[config.mk]
export PLATFORM = sky130hd
export DESIGN_NAME = jerry_ctl
export DESIGN_NICKNAME = d
export VERILOG_FILES = /design/src/rtl/jerry_ctl.sv
export SDC_FILE = /design/constraint.sdc
export NUM_CORES = 1
export LEC_CHECK = 0
export ABC_AREA = 1
export BUFFER_PORTS_ARGS = -buffer_cell sky130_fd_sc_hd__buf_4
export CORE_MARGIN = 8
export CORE_UTILIZATION = 30
export CTS_CLUSTER_SIZE = 14
export DETAILED_ROUTE_END_ITERATION = 16
export GPL_TIMING_DRIVEN = 0
export PLACE_DENSITY = 0.44
export RECOVER_POWER = 50
export SETUP_SLACK_MARGIN = 0.5
export SLEW_MARGIN = 10
export SYNTH_ARGS = -nofsm -noshare
export SYNTH_HDL_FRONTEND = slang
export SYNTH_SLANG_ARGS = --single-unit
[constraint.sdc]
create_clock -name clk -period 4.14 [get_ports clk]
set_clock_uncertainty 0.15 [all_clocks]
set_input_delay 0.414 -clock clk [delete_from_list [all_inputs] [get_ports clk]]
set_output_delay 0.414 -clock clk [all_outputs]
set_load 0.05 [all_outputs]
[src/rtl/jerry_ctl.sv]
// jerry_ctl: per-frame movement controller for Jerry, feeding draw_jerry.
// Position, facing and airborne update once per frame on the vblnk rising edge
// and stay constant for the rest of the frame.
// Optional feature: define JERRY_DOUBLE_JUMP_EN to allow one extra jump while airborne.
module jerry_ctl #(
    parameter int unsigned X_INIT  = 100,
    parameter int unsigned Y_INIT  = 500,
    parameter int unsigned X_MIN   = 0,
    parameter int unsigned X_MAX   = 984,
    parameter int unsigned Y_MIN   = 0,
    parameter int unsigned FLOOR_Y = 500,
    parameter int unsigned STEP_X  = 4,
    parameter int unsigned JUMP_V  = 12,
    parameter int unsigned GRAVITY = 1,
    parameter int unsigned VMAX    = 12
) (
    input  logic       clk,
    input  logic       rst,
    input  logic       vblnk,
    input  logic       left,
    input  logic       right,
    input  logic       jump,
    output logic [9:0] jerry_x,
    output logic [9:0] jerry_y,
    output logic       facing,
    output logic       airborne
);

    typedef enum logic [1:0] {
        GROUND,
        RISE,
        FALL
    } state_t;

    // Position arithmetic is done in 11 bits so that moves past either edge
    // are detected before they can wrap.
    localparam logic [10:0] XMIN_W  = 11'(X_MIN);
    localparam logic [10:0] XMAX_W  = 11'(X_MAX);
    localparam logic [10:0] STEP_W  = 11'(STEP_X);
    localparam logic [10:0] YMIN_W  = 11'(Y_MIN);
    localparam logic [10:0] FLOOR_W = 11'(FLOOR_Y);
    localparam logic [9:0]  XMIN10  = 10'(X_MIN);
    localparam logic [9:0]  XMAX10  = 10'(X_MAX);
    localparam logic [9:0]  YMIN10  = 10'(Y_MIN);
    localparam logic [9:0]  FLOOR10 = 10'(FLOOR_Y);
    localparam logic [9:0]  XINIT10 = 10'(X_INIT);
    localparam logic [9:0]  YINIT10 = 10'(Y_INIT);
    localparam logic [5:0]  JUMP_V6 = 6'(JUMP_V);
    localparam logic [5:0]  GRAV6   = 6'(GRAVITY);
    localparam logic [5:0]  VMAX6   = 6'(VMAX);

    state_t      state;
    state_t      state_nxt;
    logic [5:0]  vy;
    logic [5:0]  vy_nxt;
    logic [5:0]  v_dec;
    logic [6:0]  v_inc;
    logic        vblnk_q;
    logic        jump_q;
    logic        jump_req;
    logic        tick;
    logic        jump_rise;
    logic [10:0] x_w;
    logic [10:0] x_sum;
    logic [9:0]  x_nxt;
    logic        facing_nxt;
    logic [10:0] y_w;
    logic [10:0] vy_w;
    logic [9:0]  y_nxt;
`ifdef JERRY_DOUBLE_JUMP_EN
    logic        air_jump_used;
    logic        used_nxt;
`endif

    assign tick      = vblnk & ~vblnk_q;
    assign jump_rise = jump & ~jump_q;

    // Horizontal move for the coming tick, clamped to [X_MIN, X_MAX]
    always_comb begin
        x_w        = {1'b0, jerry_x};
        x_sum      = x_w + STEP_W;
        x_nxt      = jerry_x;
        facing_nxt = facing;
        if (left && !right) begin
            facing_nxt = 1'b1;
            if (x_w < XMIN_W + STEP_W) x_nxt = XMIN10;
            else                       x_nxt = 10'(x_w - STEP_W);
        end else if (right && !left) begin
            facing_nxt = 1'b0;
            if (x_sum > XMAX_W) x_nxt = XMAX10;
            else                x_nxt = x_sum[9:0];
        end
    end

    // Vertical ground/rise/fall step for the coming tick
    always_comb begin
        y_w       = {1'b0, jerry_y};
        vy_w      = {5'b0, vy};
        v_dec     = vy - GRAV6;
        v_inc     = {1'b0, vy} + {1'b0, GRAV6};
        state_nxt = state;
        y_nxt     = jerry_y;
        vy_nxt    = vy;
`ifdef JERRY_DOUBLE_JUMP_EN
        used_nxt  = air_jump_used;
`endif
        case (state)
            GROUND: begin
                if (jump_req) begin
                    state_nxt = RISE;
                    vy_nxt    = JUMP_V6;
                end
            end
            RISE: begin
                if (y_w < YMIN_W + vy_w) begin
                    y_nxt     = YMIN10;
                    state_nxt = FALL;
                    vy_nxt    = '0;
                end else begin
                    y_nxt = 10'(y_w - vy_w);
                    if (v_dec <= GRAV6) begin
                        state_nxt = FALL;
                        vy_nxt    = '0;
                    end else begin
                        vy_nxt = v_dec;
                    end
                end
            end
            FALL: begin
                if (y_w + vy_w >= FLOOR_W) begin
                    y_nxt     = FLOOR10;
                    state_nxt = GROUND;
                    vy_nxt    = '0;
`ifdef JERRY_DOUBLE_JUMP_EN
                    used_nxt  = 1'b0;
`endif
                end else begin
                    y_nxt = 10'(y_w + vy_w);
                    if (v_inc > {1'b0, VMAX6}) vy_nxt = VMAX6;
                    else                       vy_nxt = v_inc[5:0];
                end
            end
            default: begin
                state_nxt = GROUND;
                y_nxt     = FLOOR10;
                vy_nxt    = '0;
            end
        endcase
`ifdef JERRY_DOUBLE_JUMP_EN
        // an air jump overrides the ordinary rise/fall step for this tick
        if (state != GROUND && jump_req && !air_jump_used) begin
            state_nxt = RISE;
            vy_nxt    = JUMP_V6;
            y_nxt     = jerry_y;
            used_nxt  = 1'b1;
        end
`endif
    end

    // Edge detection, jump request latch and once-per-frame state/output update
    always_ff @(posedge clk) begin
        if (rst) begin
            vblnk_q  <= 1'b0;
            jump_q   <= 1'b0;
            jump_req <= 1'b0;
            state    <= GROUND;
            vy       <= '0;
            jerry_x  <= XINIT10;
            jerry_y  <= YINIT10;
            facing   <= 1'b0;
            airborne <= 1'b0;
`ifdef JERRY_DOUBLE_JUMP_EN
            air_jump_used <= 1'b0;
`endif
        end else begin
            vblnk_q <= vblnk;
            jump_q  <= jump;
            // a new edge wins over the tick clear, so it is honoured next frame
            if (jump_rise) jump_req <= 1'b1;
            else if (tick) jump_req <= 1'b0;
            if (tick) begin
                jerry_x  <= x_nxt;
                facing   <= facing_nxt;
                jerry_y  <= y_nxt;
                state    <= state_nxt;
                vy       <= vy_nxt;
                airborne <= (state_nxt != GROUND);
`ifdef JERRY_DOUBLE_JUMP_EN
                air_jump_used <= used_nxt;
`endif
            end
        end
    end

endmodule

==> metrics.md, run 1 <==
| Metric | Value |
|---|---|
| Status | `complete, no violations` |
| CTS tree | `built` |
| DP HPWL | `approximately 6800 um` |
| Clock buffer depth | `2` |
| Distinct cells, synth | `42` |
| Fmax | `361.8 MHz` |
| Drt pass-1 iters | `4` |
| Core ar. | `between 9000 and 10,000 um2` |
| Worst-Margin Slew | `~0.7 ns` |
| Most numerous cell in the Yosys netlist | `nand2_1` |
| Initial antenna violation count | `0` |
| Reg clk slew, reported paths | `0.07 ns` |
| Synth-to-layout area growth | `12.31%` |
| Clk_lat worst skew | `0.28 ns` |
| Post-placement cell area | `roughly 3200 um2` |
| Total power | `784.2 uW` |
| Via count | `about 2,800` |
| Critical path class | `reg2reg` |
| Crit path cell chain | `inv_1 -> ha_1 -> buf_4 -> inv_2 -> a21oi_2 -> nand2_1 -> nand3_1 -> nand2_1 -> nand2_1 -> nand2_1 -> nand2_1 -> buf_6 -> nand2_1 -> o21ai_1 -> nand3_1 -> nand2_1 -> nand2_1` |
| Full die area | `between 10,000 and 15,000 um2` |
| Final hold vios | `0` |
| CP delay by family, top | `simple AND/OR/NAND/NOR gates` |
| VDD IR-drop max | `around 0.00012 V` |
| Critical path required time | `between 4 and 5 ns` |
| WL per Instance | `about 14 um` |
| CTS buffer count | `5` |
| Total leakage power | `around 1.4 nW` |
| Final RePlAce weighted congestion | `0.8617` |
| Rows | `36` |
| Register bit total from synthesis | `31` |
| Htree depth | `2` |
| Crit Path Max Fanout | `10` |
| Total GRT Usage | `a little over an eighth` |
| Post-synthesis async set-or-reset flop share | `0%` |
| Critical path's slowest cell | `dfxtp_1` |
| Fin crit share | `between 60% and 70%` |
| Root Buffer | `clkbuf_8` |
| Post-synth top area share | `a little over a fifth` |
| Die width | `about 110 um` |
| Final TNS setup | `0 ns` |
| Overflow after GRT | `0` |
| RSZ-0062 raised after global routing | `no` |
| DRC violations left | `0` |
| Initial Utilization | `30.19%` |
| Commonest cells in the netlist | `nand2_1 (114), inv_1 (56), a21oi_1 (42)` |
| Worst setup EP type | `flop` |
| Routed vias/inst | `roughly 4.6` |
| Synth area leaders | `dfxtp_1 (21%), nand2_1 (15%), ha_1 (10%)` |
| Sinks on Clock Net | `31` |
| Share of layout cells above drive strength 1 | `a little under a tenth` |
| I/O Buffers | `24` |
| Pre-CTS setup slack | `1.408 ns` |
| Critical Path Source Type | `flop` |
| Placed Instances | `612` |
| Diode count | `0` |
| Most used DFF post-synth | `dfxtp_1` |
| CP Data Arrival Time | `about 2.8 ns` |
| Vias in the first global route | `around 2,800` |
| Syn_area_per_cell | `around 6.4 um2` |
| Worst path buffer plus inverter count | `4` |
| Post-Synthesis Cells | `~450` |
| Most frequent CP cell | `nand2_1` |
| Final WL | `8469 um` |
| Hold Path Class | `in2reg` |
| Synth area leader | `dfxtp_1` |
| Worst setup margin | `between 1 and 1.5 ns` |
| Slew Limit Fails | `0` |
| Routed Antenna Nets | `0` |
| Die Span Y | `around 110 um` |
| Postcts setup bufs | `0` |
| Rel. slew slack | `between 50% and 60%` |
| Post-CTS resize count | `0` |
| Crit path largest cell delay | `approximately 0.47 ns` |
| First-pass GRT wire length | `about 14,000 um` |
| Max cap viols | `0` |
| Final #Nets | `between 500 and 600` |
| Seq/Total Area, Yosys | `between 20% and 30%` |
| Hold-fix buffers at CTS | `0` |
| Synth warnings | `0` |
| DRT iter0 DRCs | `between 150 and 200` |
| Final Instance Count excl. Fillers | `620` |
| Mapped Area | `2897 um2` |
| Post-synth EDFFs | `0` |
| Largest net degree at the start of global routing | `11` |
| Setup violators final | `0` |
| Cell Pwr Density | `241.1 nW/um2` |
| Final Critical Period | `between 2 and 3 ns` |
| I/O Pins | `28` |
| Post-route cell area | `~3300 um2` |
flip-flops by register name, indices dropped and copies added, names as in the netlist:
signal	count
vblnk_q	1
jerry_y	10
state	2
facing	1
vy	6
jerry_x	8
jump_q	1
airborne	1
jump_req	1
placed cells by master, fill, tap and decap left out, types with 2 or more instances in the layout:
cell / netlist / final
a21oi_1: 42 / 42
a21oi_2: 2 / 2
buf_4: 6 / 10
clkbuf_1: 5 / 27
clkbuf_8: 0 / 5
conb_1: 1 / 2
dfxtp_1: 31 / 31
fa_1: 2 / 2
ha_1: 24 / 24
inv_1: 56 / 56
inv_2: 5 / 5
nand2_1: 114 / 114
nand2_2: 4 / 4
nand3_1: 34 / 34
nand3_2: 4 / 4
nand3b_1: 4 / 4
nand4_1: 11 / 11
nor2_1: 37 / 37
nor2_2: 5 / 5
nor3_1: 5 / 5
o211ai_1: 3 / 3
o21ai_0: 14 / 14
o21ai_1: 6 / 6
o22ai_1: 3 / 3
xnor2_1: 5 / 5
xor2_1: 14 / 14
layout make-up:
cell class | instances | area (um2)
plain buffers | 14 | 83.83
clock buffers | 7 | 76.32
clock inverters | 1 | 5.005
fillers | 1105 | 6341
inverters | 63 | 239.0
multi-input cells | 347 | 1957
flip-flops and latches | 31 | 620.6
well taps | 133 | 166.4
repair buffers | 24 | 105.1
metal layers:
| layer | wire [um] | up-vias | part of all wire (%) | global-route usage, % |
|---|---|---|---|---|
| met2 | 3595 | 43 | 42 | 20.66 |
| met1 | 4438 | 1266 | 52 | 18.99 |
| li1 | - | 1524 | - | - |
| met4 | 109 | 0 | 1.3 | 3.904 |
| met3 | 326 | 9 | 3.8 | 2.057 |
| met5 | 0 | - | 0 | 0 |
where the power goes:
group,leakage [nW],total [mW],switching (mW),internal (mW)
sequential,0.253,0.326,0.0150,0.311
clock,0.0422,0.238,0.120,0.118
combinational,1.15,0.220,0.154,0.0661
total,1.44,0.784,0.289,0.495
cells by family after synthesis:
group / count (synthesis) / synth area share [%]
adders and majority gates: 26 / 11.75
other: 1 / 0.1295
xor gates and xnor gates: 19 / 5.745
DFF: 31 / 21.43
AOI/OAI and AO/OA: 76 / 14.47
buffers and inverters: 77 / 11.14
and+or+nand+nor: 224 / 35.33
worst paths after layout:
check / startpoint / cells past startpoint / slack, ns / endpoint
worst max register to register: vy[2]$_SDFFE_PP0P_ / 17 / 1.38 / jerry_y[4]$_SDFFE_PP1P_
worst min-delay path: vblnk / 3 / 0.20 / vblnk_q$_SDFF_PP0_
worst min register to register: jerry_y[0]$_SDFFE_PP0P_ / 2 / 0.35 / jerry_y[0]$_SDFFE_PP0P_
worst max-delay path: vy[2]$_SDFFE_PP0P_ / 17 / 1.38 / jerry_y[4]$_SDFFE_PP1P_
metrics by stage:
| step | hold WS, ns | util (%) |
|---|---|---|
| after floorplan | 0.3284 | - |
| after global placement | 0.3453 | 33.84 |
| after detailed placement | 0.3421 | 33.84 |
| after CTS | 0.1870 | 34.69 |
| after global routing | 0.2054 | 33.91 |
| final | 0.1962 | 33.91 |
tightest hold or removal path, cell delays in order:
cell,delay (ns)
buf_4,0.07
inv_1,0.04
nor2_1,0.07
(Power assumes the default switching activity.)
==> run 2: changes to the inputs <==
- clock period: 4.14 -> 2.6 ns (I/O delays scaled with it)
==> metrics.md, run 2 (same netlist as run 1, synthesis figures left out) <==
| Metric | Value |
|---|---|
| Status | `complete, no violations` |
| RSZ-0062 raised after global routing | `yes` |
| Net Sw Frac | `36.02% (-0.85 points)` |
| Critical Path Source Type | `flop` |
| Final WL | `9444 um (+12%)` |
| Routed Antenna Nets | `0 (unchanged)` |
| Core ar. | `9594 um2 (unchanged)` |
| Critical path required time | `2.60 ns (-1.56 ns)` |
| Final #Nets | `552 (+6.6%)` |
| Final Critical Period | `2.282 ns (-0.4817 ns)` |
| Largest registers | `jerry_y x10, jerry_x x8, vy x6` |
| Cell Int Power | `894.9 uW (+81%)` |
| Hold Path Class | `in2reg` |
| Clock buffer depth | `2 (unchanged)` |
| Clk pwr share | `31.2% (+0.8 points)` |
| CTS tree | `built` |
| Most frequent CP cell | `nand2_2` |
| Critical path's slowest cell | `dfxtp_4` |
| Slew Limit Fails | `0 (unchanged)` |
| WL per Instance | `14.44 um (+5.7%)` |
| Critical path class | `reg2reg` |
| Critical path depth | `16 (-1)` |
| DRC violations left | `0 (unchanged)` |
| Final RePlAce weighted congestion | `0.8641 (+0.28%)` |
| Worst setup EP type | `flop` |
| Final TNS setup | `0 ns (unchanged)` |
| Initial antenna violation count | `0 (unchanged)` |
| Placed Instances | `612 (unchanged)` |
| Final Instance Count excl. Fillers | `654 (+5.5%)` |
| Hold-fix buffers at CTS | `0 (unchanged)` |
| Hold slack | `0.03426 ns (-0.1619 ns)` |
| Share of layout cells above drive strength 1 | `32.63% (+23 points)` |
| Die width | `114.3 um (unchanged)` |
| Worst-Margin Slew | `0.6102 ns (-0.1029 ns)` |
| Worst path buffer plus inverter count | `3 (-1)` |
| Vias in the first global route | `3,046 (+10%)` |
| I/O Buffers | `24 (unchanged)` |
| Hold depth | `3 (unchanged)` |
| Fin crit share | `87.77% (+21 points)` |
| Largest net degree at the start of global routing | `11 (unchanged)` |
| DP HPWL | `6917 um (+2.0%)` |
| Crit path cell chain | `ha_4 -> inv_2 -> fa_2 -> inv_2 -> nand2_2 -> nand2_2 -> nand2_1 -> nand2_2 -> nand2_2 -> nor2_4 -> nand3_4 -> nand3_4 -> buf_4 -> nand2_2 -> nand2_1 -> a21oi_1` |
| R2R depth | `16 (-1)` |
| Rows | `36 (unchanged)` |
| Htree depth | `2 (unchanged)` |
| Clk_lat worst skew | `0.28 ns (about the same)` |
| Rel. slew slack | `59.32% (+7.4 points)` |
| DRT iter0 DRCs | `138 (-13%)` |
| Drt pass-1 iters | `4 (unchanged)` |
| Total leakage power | `1.664 nW (+15%)` |
| Full die area | `13,060 um2 (unchanged)` |
| Max reg flops | `10 (unchanged)` |
| Crit Path Max Fanout | `5 (-5)` |
| Synth-to-layout area growth | `38.66%` |
| CP Data Arrival Time | `2.28 ns (-0.51 ns)` |
| Seq pwr share | `36.7% (-4.9 points)` |
| Sinks on Clock Net | `31 (unchanged)` |
| Reg clk slew, reported paths | `0.07 ns (about the same)` |
| Crit path largest cell delay | `0.37 ns (-0.10 ns)` |
| Cell Pwr Density | `348.3 nW/um2 (+44%)` |
| Via count | `3,140 (+10%)` |
| Final hold vios | `0 (unchanged)` |
| Comb power frac | `32.1% (+4.0 points)` |
| VDD IR-drop max | `0.0002238 V (+83%)` |
| CTS buffer count | `5 (unchanged)` |
| Root Buffer | `clkbuf_8` |
| Fmax | `438.2 MHz (+21%)` |
| Net switching power | `503.8 uW (+74%)` |
| Most frequent cells in the layout | `nand2_1 (97), inv_1 (43), buf_4 (38)` |
| Total GRT Usage | `14.58% (+1.1 points)` |
| Routed vias/inst | `4.801 (+4.7%)` |
| First-pass GRT wire length | `15,100 um (+6.7%)` |
| Most flops, register | `jerry_y` |
| Diode count | `0 (unchanged)` |
| I/O Pins | `28 (unchanged)` |
| CP delay by family, top | `simple AND/OR/NAND/NOR gates` |
| Overflow after GRT | `0 (unchanged)` |
| Initial Utilization | `30.19% (unchanged)` |
| Setup violators final | `0 (unchanged)` |
| # fillers | `1,066 (-3.5%)` |
| Die Span Y | `114.3 um (unchanged)` |
| Max cap viols | `0 (unchanged)` |
| Commonest non-fill, non-tap cell in the layout | `nand2_1` |
==> run 2: changes by cell type in the layout (fill, tap and decap cells not counted), moves of 8 or more <==
cell	delta
ha_4	+8
dfxtp_1	-17
buf_4	+28
a21oi_1	-8
nand3_1	-9
nand2_1	-17
inv_1	-13
inv_2	+8
dfxtp_4	+13
ha_1	-10
nand2_2	+16
==> run 2: path summary, 6_finish.rpt <==
check                                           start                       to  slack, ns
worst max-delay path               vy[0]$_SDFFE_PP0P_  jerry_y[0]$_SDFFE_PP0P_       0.32
worst min-delay path                             jump        jump_q$_SDFF_PP0_       0.03
worst max register to register     vy[0]$_SDFFE_PP0P_  jerry_y[0]$_SDFFE_PP0P_       0.32
worst min register to register  state[1]$_SDFFE_PP0P_    state[1]$_SDFFE_PP0P_       0.36
==> run 2: routing by layer <==
| metal | part of all wire (%) | routed length, um | up-vias | global-route usage [%] |
|---|---|---|---|---|
| li1 | - | - | 1607 | - |
| met1 | 49 | 4659 | 1473 | 19.37 |
| met2 | 45 | 4275 | 51 | 23.38 |
| met3 | 3.6 | 341 | 9 | 2.584 |
| met4 | 1.8 | 167 | 0 | 4.348 |
| met5 | 0 | 0 | - | 0 |
==> run 2: repair_timing <==
item / CTS / global route
gates resized for setup: 44 / 57
pin swaps: 28 / 26
buffers inserted: 18 / 14
endpoints found under the setup margin: 26 / 27
gates cloned: 2 / 0
==> run 2: worst min-delay path: stages <==
cell,delay [ns]
buf_4,0.07
inv_1,0.04
nor2_1,0.06
==> run 2: layout make-up <==
class	instances	area [um2]	share of cell area, %
Buffer	14	107.6	2.679
Clock buffer	8	101.3	2.523
Inverter	63	262.8	6.542
Multi-Input combinational cell	348	2344	58.35
Sequential cell	31	674.4	16.79
Tap cell	133	166.4	4.143
Timing Repair Buffer	57	360.3	8.972
==> run 2: metrics by stage <==
| stage | utilization, % | worst slack [ns] | cell area, um2 | total power [mW] |
|---|---|---|---|---|
| CTS | 39.38 | 0.2764 | 3779 | 1.390 |
| detailed placement | 35.21 | 0.06847 | 3378 | 0.8977 |
| floorplan | - | 0.3854 | 3032 | 0.8039 |
| finish | 41.86 | 0.3181 | 4016 | 1.399 |
| global route | 41.86 | 0.1833 | 4016 | 1.490 |
| global placement | 35.21 | 0.01347 | 3378 | 0.8987 |
==> run 2: power groups by stage <==
stage / logic [mW] / registers, mW / clock network (mW)
after floorplan: 0.235 / 0.569 / 0
after global placement: 0.372 / 0.527 / 0
after detailed placement: 0.370 / 0.527 / 0
after CTS: 0.421 / 0.510 / 0.458
after global routing: 0.492 / 0.516 / 0.482
final: 0.449 / 0.513 / 0.437
==> run 3: changes to the inputs <==
- CORE_UTILIZATION: 30 -> 60
- PLACE_DENSITY: 0.44 -> 0.79
- REMOVE_ABC_BUFFERS: default -> 1
- TNS_END_PERCENT: default -> 5
==> metrics.md, run 3 (same netlist as run 1, synthesis figures left out) <==
| Metric | Value |
|---|---|
| Crit path largest cell delay | `0.37 ns (about the same)` |
| Vias in the first global route | `3,151 (+3.4%)` |
| Initial Utilization | `61.73% (+32 points)` |
| First-pass GRT wire length | `14,260 um (-5.6%)` |
| Total GRT Usage | `23.59% (+9.0 points)` |
| Rel. slew slack | `18.50% (-41 points)` |
| Max cap viols | `0 (unchanged)` |
| Total power | `1.311 mW (-6.3%)` |
| Hold Path Class | `in2reg` |
| # fillers | `405 (-62%)` |
| RSZ-0062 raised after global routing | `yes` |
| CP delay by family, top | `simple AND/OR/NAND/NOR gates` |
| Total leakage power | `1.541 nW (-7.4%)` |
| Largest registers | `jerry_y x10, jerry_x x8, vy x6` |
| Final Critical Period | `2.407 ns (+0.1253 ns)` |
| DP HPWL | `5680 um (-18%)` |
| Core ar. | `4692 um2 (-51%)` |
| Commonest non-fill, non-tap cell in the layout | `nand2_1` |
| Reg clk slew, reported paths | `0.07 ns (about the same)` |
| Routed vias/inst | `5.888 (+23%)` |
| Diode count | `0 (unchanged)` |
| Most frequent cells in the layout | `nand2_1 (98), inv_1 (46), a21oi_1 (40)` |
| Final hold vios | `0 (unchanged)` |
| Clock buffer depth | `2 (unchanged)` |
| Hold-fix buffers at CTS | `0 (unchanged)` |
| Via count | `3,215 (+2.4%)` |
| Routed Antenna Nets | `0 (unchanged)` |
| WL per Instance | `15.69 um (+8.7%)` |
| Critical path class | `reg2reg` |
| Initial antenna violation count | `0 (unchanged)` |
| Root Buffer | `clkbuf_8` |
| Crit path cell chain | `ha_4 -> inv_2 -> fa_2 -> inv_2 -> nand2_2 -> nand2_2 -> nand2_2 -> nand2_2 -> nand2_2 -> nor2_4 -> nand3_4 -> nand3_4 -> buf_4 -> nand2_1 -> nand2_1 -> a21oi_1` |
| Slew Limit Fails | `0 (unchanged)` |
| Fin util | `73.55% (+32 points)` |
| Worst-Margin Slew | `1.222 ns (+0.6123 ns)` |
| CTS tree | `built` |
| Drt pass-1 iters | `5 (+1)` |
| DRT iter0 DRCs | `181 (+31%)` |
| Final RePlAce weighted congestion | `0.9193 (+6.4%)` |
| Final #Nets | `524 (-5.1%)` |
| Full die area | `7307 um2 (-44%)` |
| Clk_lat worst skew | `0.29 ns (about the same)` |
| Most flops, register | `jerry_y` |
| Cell Pwr Density | `379.9 nW/um2 (+9.1%)` |
| Crit Path Max Fanout | `5 (unchanged)` |
| Largest net degree at the start of global routing | `27 (+16)` |
| Die width | `85.48 um (-25%)` |
| Max reg flops | `10 (unchanged)` |
| Fin crit share | `92.58% (+4.8 points)` |
| Overflow after GRT | `0 (unchanged)` |
| I/O Pins | `28 (unchanged)` |
| DRC violations left | `0 (unchanged)` |
| Most frequent CP cell | `nand2_2` |
| Setup violators final | `0 (unchanged)` |
| Critical Path Source Type | `flop` |
| VDD IR-drop max | `0.0003077 V (+38%)` |
| Status | `complete, no violations` |
| Fmax | `415.4 MHz (-5.2%)` |
| Sinks on Clock Net | `31 (unchanged)` |
| CP Data Arrival Time | `2.38 ns (+0.10 ns)` |
| Htree depth | `2 (unchanged)` |
| I/O Buffers | `25 (+4.2%)` |
| Worst setup EP type | `flop` |
| Rows | `25 (-31%)` |
| CTS buffer count | `5 (unchanged)` |
| Synth-to-layout area growth | `19.14%` |
| Final WL | `8568 um (-9.3%)` |
| Worst path buffer plus inverter count | `3 (unchanged)` |
| Critical path's slowest cell | `dfxtp_4` |
| Die Span Y | `85.48 um (-25%)` |
| Critical path required time | `2.57 ns (-0.03 ns)` |
| Share of layout cells above drive strength 1 | `22.36% (-10 points)` |
==> run 3: repair_timing <==
action	4_1_cts	5_1_grt
cloned	2	0
pin swaps	15	15
hold endpoints to repair	0	0
buffers inserted	15	2
resized for setup	58	16
setup endpoints to repair	27	27
==> run 3: worst min-delay path: cells and delay by family <==
kind	cells	cell delay [ns]
buf+inv	2	0.11
simple gates	1	0.07
==> run 3: routing by layer <==
layer	vias up	GRT usage [%]	routed length, um	share of wire (%)
met3	23	5.019	585	6.8
met2	147	40.06	4175	49
met1	1487	27.93	3607	42
met4	0	9.713	200	2.3
li1	1558	-	-	-
met5	-	0	0	0
==> run 3: path summary, 6_finish.rpt <==
kind | from | to | slack (ns) | cells past startpoint
min reg2reg | state[1]$_SDFFE_PP0P_ | state[1]$_SDFFE_PP0P_ | 0.36 | 2
max reg2reg | jerry_y[0]$_SDFFE_PP0P_ | jerry_y[0]$_SDFFE_PP0P_ | 0.19 | 16
max | jerry_y[0]$_SDFFE_PP0P_ | jerry_y[0]$_SDFFE_PP0P_ | 0.19 | 16
min | vblnk | vblnk_q$_SDFF_PP0_ | 0.04 | 3
==> run 3: cell type report <==
class / count / area [um2] / share of cell area [%]
Inverter: 63 / 245.2 / 7.107
Tap cell: 54 / 67.56 / 1.958
Timing Repair Buffer: 42 / 244.0 / 7.070
Sequential cell: 31 / 646.9 / 18.75
Clock buffer: 6 / 82.58 / 2.393
Multi-Input combinational cell: 349 / 2160 / 62.58
Clock inverter: 1 / 5.005 / 0.1450
==> run 3: stage by stage <==
| step | worst slack (ns) | cell area, um2 | TNS (ns) | instances | hold slack, ns |
|---|---|---|---|---|---|
| after floorplan | -0.03390 | 2816 | -0.03390 | 441 | 0.1724 |
| after global placement | -0.1689 | 3072 | -1.428 | 520 | 0.3244 |
| after detailed placement | -0.2131 | 3072 | -2.271 | 520 | 0.3309 |
| after CTS | 0.2868 | 3462 | 0 | 544 | 0.03011 |
| after global routing | 0.09612 | 3451 | 0 | 546 | 0.04196 |
| final | 0.1928 | 3451 | 0 | 546 | 0.03763 |
==> run 3: where the power goes <==
group	switching, mW	total, mW	leakage (nW)	internal, mW
combinational	0.267	0.403	1.24	0.136
clock	0.180	0.387	0.0470	0.207
sequential	0.0290	0.520	0.258	0.491
total	0.476	1.31	1.54	0.835
